<file path="src/rtl/kogge_stone_sub_pipe.sv">
// Three-stage pipelined Kogge-Stone subtractor: Diff = {0,A} - {0,B} - Bin, plus signed overflow.
// Bubble-collapsing valid/ready pipeline, 3-cycle latency, one operation per cycle.
module kogge_stone_sub_pipe #(
   parameter int N     = 16,
   parameter int TAG_W = 4
) (
   input  logic             clk,
   input  logic             rst_n,
   input  logic             in_valid,
   output logic             in_ready,
   input  logic [N-1:0]     A,
   input  logic [N-1:0]     B,
   input  logic             Bin,
   input  logic [TAG_W-1:0] in_tag,
   output logic             out_valid,
   input  logic             out_ready,
   output logic [N:0]       Diff,
   output logic             ovf,
   output logic [TAG_W-1:0] out_tag
);

   localparam int L  = $clog2(N);
   localparam int L1 = (L + 1) / 2;

   // Prefix vectors span positions -1..N-1 at indices 0..N; index 0 holds carry_in.
   // Level L+1 (span N) only touches index N and yields the carry-out.
   function automatic logic [N:0] ks_p(input logic [N:0] p, input int lo, input int hi);
      logic [N:0] pc;
      logic [N:0] pn;
      pc = p;
      for (int d = 1; d <= L + 1; d++) begin
         if (d >= lo && d <= hi) begin
            pn = pc;
            for (int j = 1 << (d - 1); j <= N; j++)
               pn[j] = pc[j] & pc[j - (1 << (d - 1))];
            pc = pn;
         end
      end
      return pc;
   endfunction

   function automatic logic [N:0] ks_g(input logic [N:0] g, input logic [N:0] p,
                                       input int lo, input int hi);
      logic [N:0] gc;
      logic [N:0] pc;
      logic [N:0] gn;
      logic [N:0] pn;
      gc = g;
      pc = p;
      for (int d = 1; d <= L + 1; d++) begin
         if (d >= lo && d <= hi) begin
            gn = gc;
            pn = pc;
            for (int j = 1 << (d - 1); j <= N; j++) begin
               gn[j] = gc[j] | (pc[j] & gc[j - (1 << (d - 1))]);
               pn[j] = pc[j] & pc[j - (1 << (d - 1))];
            end
            gc = gn;
            pc = pn;
         end
      end
      return gc;
   endfunction

   logic             v1_q, v2_q, v3_q;
   logic             rdy1, rdy2, rdy3;
   logic [N:0]       g1_d, p1_d, g1_q, p1_q;
   logic [N:0]       g2_d, p2_d, g2_q, p2_q;
   logic [N-1:0]     ps2_q;
   logic             am2_q;
   logic [N:0]       g3;
   logic [N-1:0]     sum3;
   logic [N:0]       diff_d, diff_q;
   logic             ovf_d, ovf_q;
   logic [TAG_W-1:0] tag1_q, tag2_q, tag3_q;

   assign rdy3     = !v3_q || out_ready;
   assign rdy2     = !v2_q || rdy3;
   assign rdy1     = !v1_q || rdy2;
   assign in_ready = rdy1;

   // Subtraction as A + ~B + !Bin.
   assign g1_d = {A & ~B, ~Bin};
   assign p1_d = {A ^ ~B, 1'b0};

   assign g2_d = ks_g(g1_q, p1_q, 1, L1);
   assign p2_d = ks_p(p1_q, 1, L1);

   assign g3     = ks_g(g2_q, p2_q, L1 + 1, L + 1);
   assign sum3   = ps2_q ^ g3[N-1:0];
   assign diff_d = {~g3[N], sum3};
   // MSBs differ exactly when p[N-1]=0, and then g[N-1] equals A[N-1].
   assign ovf_d  = ~ps2_q[N-1] & (sum3[N-1] ^ am2_q);

   always_ff @(posedge clk or negedge rst_n) begin
      if (!rst_n) begin
         v1_q   <= 1'b0;
         g1_q   <= '0;
         p1_q   <= '0;
         tag1_q <= '0;
      end else if (rdy1) begin
         v1_q <= in_valid;
         if (in_valid) begin
            g1_q   <= g1_d;
            p1_q   <= p1_d;
            tag1_q <= in_tag;
         end
      end
   end

   always_ff @(posedge clk or negedge rst_n) begin
      if (!rst_n) begin
         v2_q   <= 1'b0;
         g2_q   <= '0;
         p2_q   <= '0;
         ps2_q  <= '0;
         am2_q  <= 1'b0;
         tag2_q <= '0;
      end else if (rdy2) begin
         v2_q <= v1_q;
         if (v1_q) begin
            g2_q   <= g2_d;
            p2_q   <= p2_d;
            ps2_q  <= p1_q[N:1];
            am2_q  <= g1_q[N];
            tag2_q <= tag1_q;
         end
      end
   end

   always_ff @(posedge clk or negedge rst_n) begin
      if (!rst_n) begin
         v3_q   <= 1'b0;
         diff_q <= '0;
         ovf_q  <= 1'b0;
         tag3_q <= '0;
      end else if (rdy3) begin
         v3_q <= v2_q;
         if (v2_q) begin
            diff_q <= diff_d;
            ovf_q  <= ovf_d;
            tag3_q <= tag2_q;
         end
      end
   end

   assign out_valid = v3_q;
   assign Diff      = diff_q;
   assign ovf       = ovf_q;
   assign out_tag   = tag3_q;

endmodule

</file>
<file path="config.mk">
export PLATFORM = sky130hd
export DESIGN_NAME = kogge_stone_sub_pipe
export DESIGN_NICKNAME = d
export VERILOG_FILES = /design/src/rtl/kogge_stone_sub_pipe.sv
export SDC_FILE = /design/constraint.sdc
export NUM_CORES = 1
export LEC_CHECK = 0
export CAP_MARGIN = 20
export CORE_MARGIN = 2
export CORE_UTILIZATION = 63
export DETAILED_ROUTE_END_ITERATION = 12
export DONT_BUFFER_PORTS = 1
export PLACE_DENSITY_LB_ADDON = 0.3
export SKIP_CTS_REPAIR_TIMING = 1
export SLEW_MARGIN = 0
export SYNTH_ARGS = -nofsm -noshare
export SYNTH_HDL_FRONTEND = slang
export SYNTH_SLANG_ARGS = --single-unit
</file>
<file path="constraint.sdc">
create_clock -name clk -period 1.4 [get_ports clk]
set_input_delay 0.21 -clock clk [delete_from_list [all_inputs] [get_ports clk]]
set_output_delay 0.21 -clock clk [all_outputs]
set_load 0.01 [all_outputs]
</file>
==> results_dict.tcl <==
set metrics [dict create \
    outcome "finished, violations left" \
    violations "hold timing, setup timing" \
    hold_viol 114 \
    reg2reg_to "g2_q[14]" \
    yosys_warnings 0 \
    switchingPower_w 0.00369 \
    gp_congestion 0.865 \
    num_vias 3454 \
    synth-seq-cells 113 \
    wl_mm 12.1 \
    dieWidth_um 93.9 \
    instances_no_fill 573 \
    grt_antenna_before_repair 0 \
    power_leakage_nw 2.88 \
    place_hpwl_mm 6.97 \
    clk_pin_slew_ns 0.06 \
    syn-num-nets 462 \
    synth_top_area_share_pct 55.6 \
    grt_pass1_wl_mm 16.7 \
    grt_pass1_vias 3328 \
    async_flop_share_pct 100 \
    r2r_cells 4 \
    first_iter_violations 364 \
    nets 515 \
    antenna_cells 0 \
    power_w 0.0115 \
    dp.cells 514 \
    ys_top_cells_by_count "dfrtp_1, mux2_2, nand2_1" \
    viasPerCell 6.03 \
    critPathLaunchType "flip-flop" \
    critPathMaxFanout 3 \
    insertion_delay_ns 0.52 \
    grt_usage_pct 25.5 \
    r2r_setup_slack_ns 0.01 \
    required_ns 1.19 \
    synth_edf_count 0 \
    p_int_w 0.00779 \
    fp.coreArea_mm2 0.00777 \
    slew_headroom_pct 76.3 \
    startpoint "v1_q" \
    syn-instance-count 405 \
    setup_violations 1 \
    p_per_area_mw_per_mm2 1840 \
    skew_ns 0.00680 \
    clockBufferDepth 2 \
    grt_max_degree 114 \
    yosys.area.top_type "dfrtp_1" \
    crit_type "reg -> out" \
    worst_pin_slew_ns 0.356 \
    drc 0 \
    final_core_util_pct 80.2 \
    seq_power_share_pct 44.4 \
    area_delta_synth_final_pct 22.4 \
    final.setup.worst_slack_ns -0.0260 \
    top_level_ports 65 \
    h-tree-depth 4 \
    fin_crit_ns 1.43 \
    wl_per_cell_um 21.2 \
    tritoncts "yes" \
    root_buffer "clkbuf_8" \
    cp.arrival_ns 1.22 \
    rsz0062_at_grt "yes" \
    p_sw_share_pct 32.1 \
    synth.most_common_cell "dfrtp_1" \
    comb_power_share_pct 19.8 \
    fin_hold_ws_ns -0.617 \
    cts_buffers 17 \
    fp.dieH_um 93.9 \
    dp_slack_ns 0.0303 \
    ys_seq_area_share_pct 55.6 \
    hold_class "in -> async" \
    slew_violations 0 \
    endpoint_kind "output pin" \
    drv_cap 0 \
    cts.sinks 113 \
    yosys-top-cells-area "dfrtp_1, mux2_2, mux2_4, o21ai_0, ha_1" \
    synth_area_mm2 0.00509 \
    yosysUniqueCellTypes 37 \
    fmax_mhz 701 \
    die-area_mm2 0.00881 \
    io_buffers 0 \
    peakVddDrop_mv 1.19 \
    min_period_over_period_pct 102 \
    ant_nets 0 \
    rows 32 \
    grt.overflow.total 0 \
    syn_area_per_cell_um2 12.6 \
    drive_above_1_share_pct 30.4 \
    initial_utilization_pct 65.5 \
    p_clk_share_pct 35.9 \
    r2r_start "out_valid" \
    ys.flop_type "dfrtp_1" \
    drt-pass1-iter-count 5 \
]
## worst max path at each step
| stage | to | depth (start not counted) |
|---|---|---|
| 2_1_floorplan | p1_q[10] | 5 |
| 3_3_place_gp | p1_q[2] | 4 |
| 3_5_place_dp | tag1_q[0] | 4 |
| 4_1_cts | in_ready | 2 |
| 5_1_grt | in_ready | 2 |
| 6_report | in_ready | 2 |
## through the flow
stage                     hold WS, ns  TNS [ns]  instance area (um2)
after floorplan               -0.0856         0                 5090
after global placement        -0.0814         0                 5270
after detailed placement      -0.0824         0                 5270
after CTS                      -0.626    -0.167                 5830
after global routing           -0.639    -0.333                 6230
final                          -0.617   -0.0260                 6230
## per-layer routing
metal  part of all wire (%)  wire, um  track usage, %  vias up
li1                       -         -               -     1521
met1                     41      5010            34.1     1756
met2                     51      6130            41.1      147
met3                    6.2       746            7.22       30
met4                    1.9       235            7.49        0
met5                      0         0               0        -
## flip-flops by register name (all words and copies together), names as in the netlist
signal	flops
tag2_q	4
out_valid	1
out_tag	4
p1_q	16
am2_q	1
ps2_q	16
g1_q	17
g2_q	17
p2_q	13
v2_q	1
tag1_q	4
Diff	17
ovf	1
v1_q	1
## layout by cell type, fill, tap and decap left out, types with 16 or more instances in the layout
cell type        n
dfrtp_1        111
nand2_1         50
mux2_2          46
o21ai_0         39
mux2_4          26
dlygate4sd3_1   25
clkbuf_16       17
buf_4           17
inv_1           16
a21oi_1         16
ha_1            16
## layout make-up
cell class	count	area, um2
Sequential cell	113	2830
Multi-Input combinational cell	260	2140
Fill cell	444	1540
Timing Repair Buffer	50	499
Clock buffer	17	414
Clock inverter	15	151
Tap cell	102	128
Inverter	16	60.1
## cell families after synthesis
family	Yosys count	share of synthesized area, %
flip-flops	113	55.6
AO/OA/AOI/OAI	87	10.0
multiplexers	72	17.3
AND/OR/NAND/NOR	68	6.20
buffers and inverters	32	4.06
XOR/XNOR	17	2.93
adder cells (fa/ha/maj)	16	3.94
## power by group through the flow
stage	clock (W)	sequential [W]	combinational [W]
after floorplan	0	0.00484	0.00156
after global placement	0	0.00503	0.00188
after detailed placement	0	0.00508	0.00197
after CTS	0.00411	0.00504	0.00201
after global routing	0.00428	0.00520	0.00248
final	0.00412	0.00509	0.00227
## critical path, stage by stage (launching register included)
cell      delay, ns
dfrtp_1        0.41
nand4b_4       0.14
buf_6          0.15
Note: power is estimated with default switching activity, not from simulation.
